--- src/rtl/dcache_controller.sv ---
// Direct-mapped, write-back, write-allocate data cache: 8 lines x 4 bytes, 8-bit CPU address.
// Optional hit/miss statistics counters are built when DCACHE_STATS_EN is defined.
module dcache_controller #(
  parameter int CNT_W = 16
) (
  input  logic             CLK,
  input  logic             RESET,
  input  logic             READ,
  input  logic             WRITE,
  input  logic [7:0]       ADDRESS,
  input  logic [7:0]       WRITEDATA,
  output logic [7:0]       READDATA,
  output logic             BUSYWAIT,
  output logic             MEM_READ,
  output logic             MEM_WRITE,
  output logic [5:0]       MEM_ADDRESS,
  output logic [31:0]      MEM_WRITEDATA,
  input  logic [31:0]      MEM_READDATA,
  input  logic             MEM_BUSYWAIT
`ifdef DCACHE_STATS_EN
  ,
  output logic [CNT_W-1:0] HIT_COUNT,
  output logic [CNT_W-1:0] MISS_COUNT
`endif
);

  typedef enum logic [1:0] {
    S_IDLE      = 2'd0,
    S_WRITEBACK = 2'd1,
    S_FETCH     = 2'd2,
    S_UPDATE    = 2'd3
  } state_t;

  // Handshake: the CPU holds READ/WRITE/ADDRESS/WRITEDATA stable while BUSYWAIT=1;
  // memory requests stay asserted until the controller observes MEM_BUSYWAIT=0
  // at a posedge no earlier than the second one spent in WRITEBACK/FETCH.
  state_t state, state_next;

  logic [7:0]  valid_bits;
  logic [7:0]  dirty_bits;
  logic [2:0]  tag_mem  [8];
  logic [31:0] data_mem [8];

  logic        first_cycle;
  logic [7:0]  readdata_q;

  logic [2:0]  addr_tag;
  logic [2:0]  addr_index;
  logic [1:0]  addr_offset;
  logic [31:0] line_data;
  logic [7:0]  line_byte;
  logic        request;
  logic        hit;
  logic        read_hit;
  logic        write_hit;
  logic        exit_ok;

  assign addr_tag    = ADDRESS[7:5];
  assign addr_index  = ADDRESS[4:2];
  assign addr_offset = ADDRESS[1:0];

  assign request   = READ | WRITE;
  assign hit       = valid_bits[addr_index] && (tag_mem[addr_index] == addr_tag);
  assign read_hit  = (state == S_IDLE) && READ && !WRITE && hit;
  assign write_hit = (state == S_IDLE) && WRITE && hit;
  assign exit_ok   = !first_cycle && !MEM_BUSYWAIT;

  always_comb begin
    line_data = data_mem[addr_index];
    line_byte = line_data[{addr_offset, 3'b000} +: 8];
  end

  // Next state and memory-side outputs
  always_comb begin
    state_next    = state;
    MEM_READ      = 1'b0;
    MEM_WRITE     = 1'b0;
    MEM_ADDRESS   = 6'd0;
    MEM_WRITEDATA = 32'd0;
    case (state)
      S_IDLE: begin
        if (request && !hit) begin
          if (valid_bits[addr_index] && dirty_bits[addr_index]) begin
            state_next = S_WRITEBACK;
          end else begin
            state_next = S_FETCH;
          end
        end
      end
      S_WRITEBACK: begin
        MEM_WRITE     = 1'b1;
        MEM_ADDRESS   = {tag_mem[addr_index], addr_index};
        MEM_WRITEDATA = line_data;
        if (exit_ok) begin
          state_next = S_FETCH;
        end
      end
      S_FETCH: begin
        MEM_READ    = 1'b1;
        MEM_ADDRESS = {addr_tag, addr_index};
        if (exit_ok) begin
          state_next = S_UPDATE;
        end
      end
      S_UPDATE: begin
        state_next = S_IDLE;
      end
      default: begin
        state_next = S_IDLE;
      end
    endcase
  end

  // Reset gates the stall so a CPU still presenting a request is released at once.
  assign BUSYWAIT = !RESET && ((state != S_IDLE) || (request && !hit));
  assign READDATA = read_hit ? line_byte : readdata_q;

  always_ff @(posedge CLK or posedge RESET) begin
    if (RESET) begin
      state       <= S_IDLE;
      first_cycle <= 1'b0;
    end else begin
      state       <= state_next;
      first_cycle <= (state_next != state);
    end
  end

  always_ff @(posedge CLK or posedge RESET) begin
    if (RESET) begin
      readdata_q <= 8'd0;
    end else if (read_hit) begin
      readdata_q <= line_byte;
    end
  end

  always_ff @(posedge CLK or posedge RESET) begin
    if (RESET) begin
      valid_bits <= 8'd0;
      dirty_bits <= 8'd0;
    end else if (state == S_UPDATE) begin
      valid_bits[addr_index] <= 1'b1;
      dirty_bits[addr_index] <= 1'b0;
    end else if (write_hit) begin
      dirty_bits[addr_index] <= 1'b1;
    end
  end

  // Line payload and tags carry no reset; valid bits qualify them.
  always_ff @(posedge CLK) begin
    if (state == S_UPDATE) begin
      data_mem[addr_index] <= MEM_READDATA;
      tag_mem[addr_index]  <= addr_tag;
    end else if (write_hit) begin
      data_mem[addr_index][{addr_offset, 3'b000} +: 8] <= WRITEDATA;
    end
  end

`ifdef DCACHE_STATS_EN
  // A hit following a refill belongs to the access that missed, so it is not counted.
  logic miss_pending;

  always_ff @(posedge CLK or posedge RESET) begin
    if (RESET) begin
      HIT_COUNT    <= '0;
      MISS_COUNT   <= '0;
      miss_pending <= 1'b0;
    end else if ((state == S_IDLE) && request) begin
      if (hit) begin
        miss_pending <= 1'b0;
        if (!miss_pending && (HIT_COUNT != '1)) begin
          HIT_COUNT <= HIT_COUNT + CNT_W'(1);
        end
      end else begin
        miss_pending <= 1'b1;
        if (MISS_COUNT != '1) begin
          MISS_COUNT <= MISS_COUNT + CNT_W'(1);
        end
      end
    end
  end
`else
  // Counters need at least one bit when they are built.
  if (CNT_W < 1) begin : g_cnt_w_invalid
  end
`endif

endmodule

--- config.mk ---
export PLATFORM = sky130hd
export DESIGN_NAME = dcache_controller
export DESIGN_NICKNAME = d
export VERILOG_FILES = /design/src/rtl/dcache_controller.sv
export SDC_FILE = /design/constraint.sdc
export NUM_CORES = 1
export LEC_CHECK = 0
export CAP_MARGIN = 20
export CELL_PAD_IN_SITES_DETAIL_PLACEMENT = 2
export CELL_PAD_IN_SITES_GLOBAL_PLACEMENT = 2
export CORE_AREA = 2 2 157 190
export CTS_CLUSTER_DIAMETER = 150
export DETAILED_ROUTE_END_ITERATION = 8
export DIE_AREA = 0 0 159 192
export GPL_ROUTABILITY_DRIVEN = 0
export PLACE_DENSITY_LB_ADDON = 0.25
export SKIP_LAST_GASP = 1
export SLEW_MARGIN = 30
export SYNTH_ARGS = -nofsm -noshare
export SYNTH_HDL_FRONTEND = slang
export SYNTH_SLANG_ARGS = --single-unit
--- constraint.sdc ---
create_clock -name CLK -period 9.1 [get_ports CLK]
set_input_delay 1.82 -clock CLK [delete_from_list [all_inputs] [get_ports CLK]]
set_output_delay 1.82 -clock CLK [all_outputs]
set_load 0.1 [all_outputs]
## Word level (Yosys, flattened, before mapping)

Memories as Yosys holds them, arrays and structs flattened.
Index checks and enable logic that the tools add are counted.

- Add/sub/neg operators: 1
- Order comparisons: 2
- Equality and inequality tests: 5
- Shifts and indexed selects: 3
- Muxes and demuxes: 55
- Bitwise operators: 37
- Reductions and logical operators: 20

Operators by type and width:

| cell | number |
|---|---|
| $mux 32 | 2 |
| $mux 1 | 41 |
| $or 1x1->1 | 33 |
| $shift 8x7->32 const A | 1 |
| $shiftx 32x6->8 | 1 |
| $shiftx 8x7->32 | 1 |
| $mux 8 | 3 |
| $or 8x8->8 | 2 |
| $pmux 6 s2 | 1 |
| $logic_and 1x1->1 | 11 |
| $and 8x8->8 | 1 |
| $mux 2 | 4 |
| $not 8->8 | 1 |
| $pmux 2 s4 | 1 |
| $neg 5->7 | 1 |
| $bmux 1 s3 | 2 |
| $logic_not 1->1 | 5 |
| $eq 2x2->1 const B | 2 |
| $lt 3x4->1 const B | 1 |
| $reduce_bool 2->1 | 2 |
| $demux 1 s3 | 1 |
| $eq 3x3->1 | 1 |
| $ge 3x1->1 const B | 1 |
| $eq 2x1->1 const B | 1 |
| other kinds (3) | 3 |

- Bits in registers: 27
- Bits in writable memories: 280
- Input bits: 53
- Output and inout port bits: 49
- Logic and storage cells: 130
- Memories: 2

Memory list:

| name | depth | bits a word | read ports | clocked after Yosys merged registers in | write ports | line | text |
|---|---|---|---|---|---|---|---|
| data_mem | 8 | 32 | 1 | 0 | 1 | 42 | `logic [31:0] data_mem [8];` |
| tag_mem | 8 | 3 | 1 | 0 | 1 | 41 | `logic [2:0] tag_mem [8];` |

## Longest topological paths before layout

Gate-level depths: netlist (run 1).

- Depth after elaboration: 8
- Depth in mapped cells: 10
- Depth with buffers taken out: 7

## Worst setup path after synthesis (run 1)

OpenSTA, ideal clock, no wires.

- Path kind: input to output
- From: input port ADDRESS[4]
- To: output port MEM_ADDRESS[4]
- Data arrival time: 4.939 ns
- Required time: 7.280 ns
- Setup slack: 2.341 ns
- Stages on the path: 5
- Buffers on the path: 1
- Cell sequence: buf_2 inv_1 mux4_2 nand2b_1 a21boi_0

- Word-level cells in the longest chain between the ends: 2

Ends and longest elaborated chain:

| item | line | text |
|---|---|---|
| start: declaration | 10 | `input logic [7:0] ADDRESS,` |
| $mem_v2 8x3 | n/a |  |
| $pmux 6 s2 | 80 | `case (state)` |
| end: declaration | 16 | `output logic [5:0] MEM_ADDRESS,` |

No other way between the ends.

## Worst setup path in the final report (run 1)

- From: input port ADDRESS[4]
- To: output port BUSYWAIT

- Word-level cells in the longest chain between the ends: 7
- Elaborated cells on any way between the ends: 9
- Classes of those cells: eq/ne (1); mux (2); reduce/logical (5); memory (1)

Ends and longest elaborated chain:

| item | line | text |
|---|---|---|
| $mem_v2 8x3 / $bmux 1 s3 (equally long branches) | n/a |  |
| $eq 3x3->1 / $mux 1 (equally long branches) | 63 | `assign hit = valid_bits[addr_index] && (tag_mem[addr_index] == addr_tag);` |
| $logic_and 1x1->1 * | 63 |  |
| $logic_not 1->1 * | 115 | `assign BUSYWAIT = !RESET && ((state != S_IDLE) \|\| (request && !hit));` |
| $logic_and 1x1->1 * | 115 |  |
| $logic_or 1x1->1 * | 115 |  |
| $logic_and 1x1->1 * | 115 |  |
| end: declaration | 13 | `output logic BUSYWAIT,` |

Mark *: on every way between the ends. The rest lies on a longest branch, timed or not. The select of a mux whose other input is x is not followed.

==> impl_metrics.yaml, run 1 <==
critical_path:
  worstPathMaxFanout: 19
  crit_top_cell: "clkdlybuf4s50_1"
  cp.required_ps: 7280
  cp.arrival_ps: 5850
  slowest_stage: "clkdlybuf4s50_1"
  r2r_end: "data_mem[4][19]"
  crit_type: "input port to output pin"
  cp_cell_sequence: "clkdlybuf4s50_1, inv_1, mux4_2, xnor2_1, or2_2, o32a_1, nor2b_1, nor2_1, clkdlybuf4s50_1"
  end_kind: "output pin"
  r2r-start: "tag_mem[7][0]"
  crit_path_max_incr_delay_ps: 1070
  start_kind: "input port"
  worstRegToRegCells: 8
  reg2reg_slack_ps: 5620
floorplanning:
  ioPinCount: 102
  num_rows: 68
  initial_utilization_pct: 44.7
  die_h_um: 192
  die-area_um2: 30500
  die_w_um: 159
  core_area_um2: 28600
grt:
  grt_max_degree: 36
  grt_pass1_wl_mm: 64.1
  antenna_found_initial: 1
  grt-ovfl-total: 0
  gr-usage-all-layers_pct: 29.2
  grt_pass1_vias: 9073
sta:
  fmax_ghz: 0.130
  fin_tns_setup_ps: 0
  rsz0062_at_grt: "false"
  skew_ps: 19.2
  worst_slack_ps: 1430
  setup_viol: 0
  worstMarginPinSlew_ps: 1120
  min_period_ps: 7670
  slew_headroom_pct: 25.0
  hold_violations: 0
  finalMaxSlewViolations: 0
  finalCritPeriodShare_pct: 84.3
hold_path:
  hold_class: "flip-flop to flip-flop"
  holdPathStages: 1
  whs_endpoint: "valid_bits[5]"
  min_from: "valid_bits[5]"
place:
  port_buffers: 101
  dp_hpwl_mm: 29.3
  dpl.cell_count: 1311
  place_ws_ps: 1470
cells_and_area:
  layout-drive-gt1-share_pct: 16.3
  syn_to_final_growth_pct: 18.5
  fin_cells: 1370
  num-fill-cells: 2666
  layout.nets: 1022
  final_util_pct: 52.9
yosys:
  synthesis.area_um2: 12800
  ys.flop_type: "edfxtp_1"
  syn_avg_cell_area_um2: 15.0
  synthTopCellsByArea: "edfxtp_1 (66%), a22oi_1 (6.9%), dfrtp_1 (5.3%)"
  synth_top_area_share_pct: 65.8
  yosysSeqAreaShare_pct: 71.1
  synth-edff-count: 280
  yosysMostFrequentCell: "edfxtp_1"
  ys_warn_count: 0
  synth_cell_types: 52
  synthArstFlopShare_pct: 8.79
  syn_nets: 912
  ys_seq_elements: 307
  synth_commonest_cells: "edfxtp_1 (280), a22oi_1 (117), nand2_1 (51)"
  yosysTopAreaCell: "edfxtp_1"
  synth_cells: 849
pwr:
  p_leak_nw: 5.44
  p_seq_share_pct: 45.1
  clkPwrFrac_pct: 33.6
  power.total_mw: 3.67
  cellPowerDensity_nw_per_um2: 243
  ir_worst_vdd_uv: 187
  p_sw_share_pct: 31.8
  power.switching_mw: 1.17
  p_int_mw: 2.51
  comb_power_share_pct: 21.4
route:
  firstDrtPassIters: 5
  via_per_inst: 6.06
  wl_per_cell_um: 32.4
  drt-total-wl_mm: 44.5
  drc: 0
  first_iter_violations: 695
  ant_nets: 0
  num_vias: 8298
clock_tree:
  cts_tree: "yes"
  cts_hold_buf: 0
  clk_latency_ps: 570
  path_clk_slew_ps: 60
  clock-sinks: 307
  cts.repair.resized: 0
  root_buffer: "clkbuf_16"
  post_cts_buffers: 0
  cts_buffers: 31
  cts.path.max_buffers: 3
  htree_levels: 1
status:
  status: "finished clean"
job:
  cap_violations: 0
[sequential cells by signal (all words and copies together) (netlist names), named ones only]
register,flops
first_cycle,1
state,2
readdata_q,8
data_mem,256
tag_mem,24
valid_bits,8
[worst max path at each step]
stage	startpoint	end	slack, ps	depth (start not counted)
global route	ADDRESS[4]	BUSYWAIT	1280	9
global placement	ADDRESS[4]	BUSYWAIT	1630	9
floorplan	ADDRESS[4]	MEM_ADDRESS[4]	2340	5
finish	ADDRESS[4]	BUSYWAIT	1430	9
CTS	ADDRESS[4]	BUSYWAIT	1430	9
detailed placement	ADDRESS[4]	BUSYWAIT	1470	9
[layout by cell type, fill, tap and decap left out, types with 31 or more instances in the layout]
cell type / count
inv_1: 47
clkbuf_16: 31
nand2_1: 51
buf_4: 57
mux2i_1: 48
and2_1: 38
clkdlybuf4s50_1: 61
edfxtp_1: 280
a22oi_1: 117
[final cells by class]
cell class | count | area, µm² | area share [%]
repair buffers | 120 | 1050 | 6.93
well taps | 385 | 482 | 3.18
clock inverters | 14 | 92.6 | 0.612
multi-input cells | 451 | 3380 | 22.4
flip-flops and latches | 307 | 9080 | 60.0
inverters | 48 | 180 | 1.19
diodes | 2 | 5.00 | 0.0331
clock buffers | 43 | 861 | 5.69
[power groups by stage]
stage | Combinational, mW | Clock, mW | Sequential, mW
6_report | 0.785 | 1.23 | 1.66
5_1_grt | 0.822 | 1.29 | 1.66
4_1_cts | 0.784 | 1.24 | 1.66
3_5_place_dp | 0.777 | 0 | 1.68
3_3_place_gp | 0.756 | 0 | 1.68
2_1_floorplan | 0.544 | 0 | 1.67
[per-stage QoR]
stage,hold slack [ps],area [µm²]
floorplan,428,12800
global placement,445,14100
detailed placement,452,14100
CTS,469,15100
global route,489,15100
finish,469,15100
[layer usage]
layer  GRT usage (%)  up-vias  part of all wire (%)
met2            52.5      396                    52
met1            34.9     4296                    37
met4            12.6        0                   4.0
li1                -     3500                     -
met5               0        -                     0
met3            4.86      106                   6.8
[kinds of logic after synthesis]
family	Yosys count	share of synthesized area [%]
adder cells (fa/ha/maj)	10	0.979
AO/OA/AOI/OAI	165	9.60
flip-flops	307	71.1
multiplexers	71	6.79
buffers and inverters	91	2.90
AND/OR/NAND/NOR	202	8.43
XOR/XNOR	3	0.206
[worst max-delay path: cells and delay by family]
| family | cells | cell delay, ps |
|---|---|---|
| AOI/OAI and AO/OA | 1 | 370 |
| buffers and inverters | 3 | 2340 |
| xor gates and xnor gates | 1 | 190 |
| muxes | 1 | 560 |
| and+or+nand+nor | 3 | 550 |
(Power assumes the default switching activity.)
==> run 2: changes to the inputs <==
- CORE_AREA: 2 2 157 190 -> 2 2 171 206
- DIE_AREA: 0 0 159 192 -> 0 0 173 208
- clock period: 9.1 -> 6.2 ns (I/O delays scaled with it)
==> run 2 against run 1 <==
Against the previous run: clock-buffer cell count rose by 3; sequential cell count did not move; clock power increased by 67%; total power grew 57%; sequential power grew 46%; die area is 18% higher; combinational power is 64% higher; final cell count up 7.8%; via count is 1.9% higher; wire length increased by 0.13%; largest power group unchanged.
==> impl_metrics.yaml, run 2 (same netlist as run 1, synthesis figures left out) <==
sta:
  fin_tns_setup_ps: 0
  hold_violations: 0
  finalCritPeriodShare_pct: 93.6
  finalMaxSlewViolations: 0
  rsz0062_at_grt: "false"
  worstMarginPinSlew_ps: 996
  fmax_ghz: 0.172
  skew_ps: 11.1
  min_period_ps: 5800
  slew_headroom_pct: 33.4
  setup_viol: 0
  worst_slack_ps: 398
critical_path:
  path_delay_family: "buffers and inverters"
  reg2reg_slack_ps: 2730
  crit_buf_inv: 3
  crit_path_max_incr_delay_ps: 810
  crit_type: "input port to output pin"
  worstRegToRegCells: 6
  crit_top_cell: "mux2_2"
  crit_cells: 10
  r2r_end: "data_mem[3][18]"
  worstPathMaxFanout: 14
  start_kind: "input port"
  cp_cell_sequence: "clkdlybuf4s50_1, buf_4, mux2_2, a22o_1, nor2_2, xnor2_1, nor3_2, nand4b_2, mux2_2, buf_12"
  end_kind: "output pin"
  cp.required_ps: 4960
  r2r-start: "state[1]"
  crit_start: "ADDRESS[3]"
  slowest_stage: "clkdlybuf4s50_1"
  cp.arrival_ps: 4560
route:
  first_iter_violations: 735
  via_per_inst: 5.72
  num_vias: 8452
  firstDrtPassIters: 4
  drt-total-wl_mm: 44.5
  ant_nets: 0
  drc: 0
  wl_per_cell_um: 30.1
floorplanning:
  num_rows: 74
  ioPinCount: 102
  die_w_um: 173
  core_area_um2: 33900
  initial_utilization_pct: 37.7
  die-area_um2: 36000
  die_h_um: 208
hold_path:
  min_from: "valid_bits[4]"
  holdPathStages: 1
  whs_endpoint: "valid_bits[4]"
  hold_class: "flip-flop to flip-flop"
clock_tree:
  cts.path.max_buffers: 3
  post_cts_buffers: 0
  cts_hold_buf: 0
  cts_tree: "yes"
  clk_latency_ps: 530
  htree_levels: 2
  root_buffer: "clkbuf_16"
  clock-sinks: 307
  cts_buffers: 34
  path_clk_slew_ps: 60
  cts.repair.resized: 0
grt:
  use_met3_pct: 4.11
  gr-usage-all-layers_pct: 25.1
  grt_pass1_wl_mm: 65.2
  top_usage_layer: "met2"
  grt_max_degree: 39
  use_met1_pct: 30.6
  grt-ovfl-total: 0
  use_met2_pct: 45.2
  grt_pass1_vias: 9222
  antenna_found_initial: 1
cells_and_area:
  largest_register_ffs: 256
  reg.largest.list: "data_mem (256), tag_mem (24)"
  num-fill-cells: 3169
  syn_to_final_growth_pct: 26.5
  largest_register: "data_mem"
  final_cell_mix: "edfxtp_1 (280), a22oi_1 (117), clkdlybuf4s50_1 (56), nand2_1 (51), buf_4 (50)"
  layout.nets: 1058
  final_common_cell: "edfxtp_1"
  layout-drive-gt1-share_pct: 18.2
  seqCellArea_um2: 9080
  multiInputGateArea_um2: 3340
  final_util_pct: 47.7
place:
  place_ws_ps: 452
  dp_hpwl_mm: 31.3
  port_buffers: 101
pwr:
  cellPowerDensity_nw_per_um2: 357
  p_leak_nw: 5.83
  ir_worst_vdd_uv: 172
status:
  status: "finished clean"
job:
  cap_violations: 0
-- run 2: layer usage --
layer  vias to the layer above  wire [µm]
li1                       3579          -
met1                      4462      17400
met2                       334      23400
met3                        77       2590
met4                         0       1200
met5                         -          0
-- run 2: power breakdown --
part	leakage, nW	internal, mW	switching [mW]	total, mW
clock network	0.540	1.22	0.826	2.05
logic	2.43	0.390	0.899	1.29
registers	2.87	2.38	0.0498	2.43
total	5.83	3.99	1.77	5.77
-- run 2: worst register-to-register path, delay by kind of cell (launching register included) --
| family | cells | cell delay [ps] |
|---|---|---|
| AOI/OAI and AO/OA | 1 | 310 |
| and+or+nand+nor | 3 | 1450 |
| adders and majority gates | 1 | 500 |
| buffers and inverters | 1 | 380 |
| DFF | 1 | 450 |
-- run 2: layout make-up --
cell class | instances | area share, %
clock inverters | 15 | 0.906
repair buffers | 153 | 11.5
clock buffers | 46 | 6.00
well taps | 456 | 3.53
diodes | 1 | 0.0155
flip-flops and latches | 307 | 56.2
multi-input cells | 451 | 20.7
inverters | 48 | 1.12
-- run 2: worst max path at each step --
stage	slack, ps	end
final	400	READDATA[4]
after global routing	310	READDATA[4]
after global placement	570	READDATA[7]
after floorplan	600	MEM_ADDRESS[4]
after CTS	430	READDATA[4]
after detailed placement	450	READDATA[4]
-- run 2: through the flow --
step	power (mW)	instances	area [µm²]	hold WS, ps
floorplan	3.25	849	12800	428
global placement	3.72	1415	15000	446
detailed placement	3.76	1415	15000	455
CTS	5.80	1476	16200	473
global route	5.93	1476	16200	486
finish	5.77	1477	16200	472
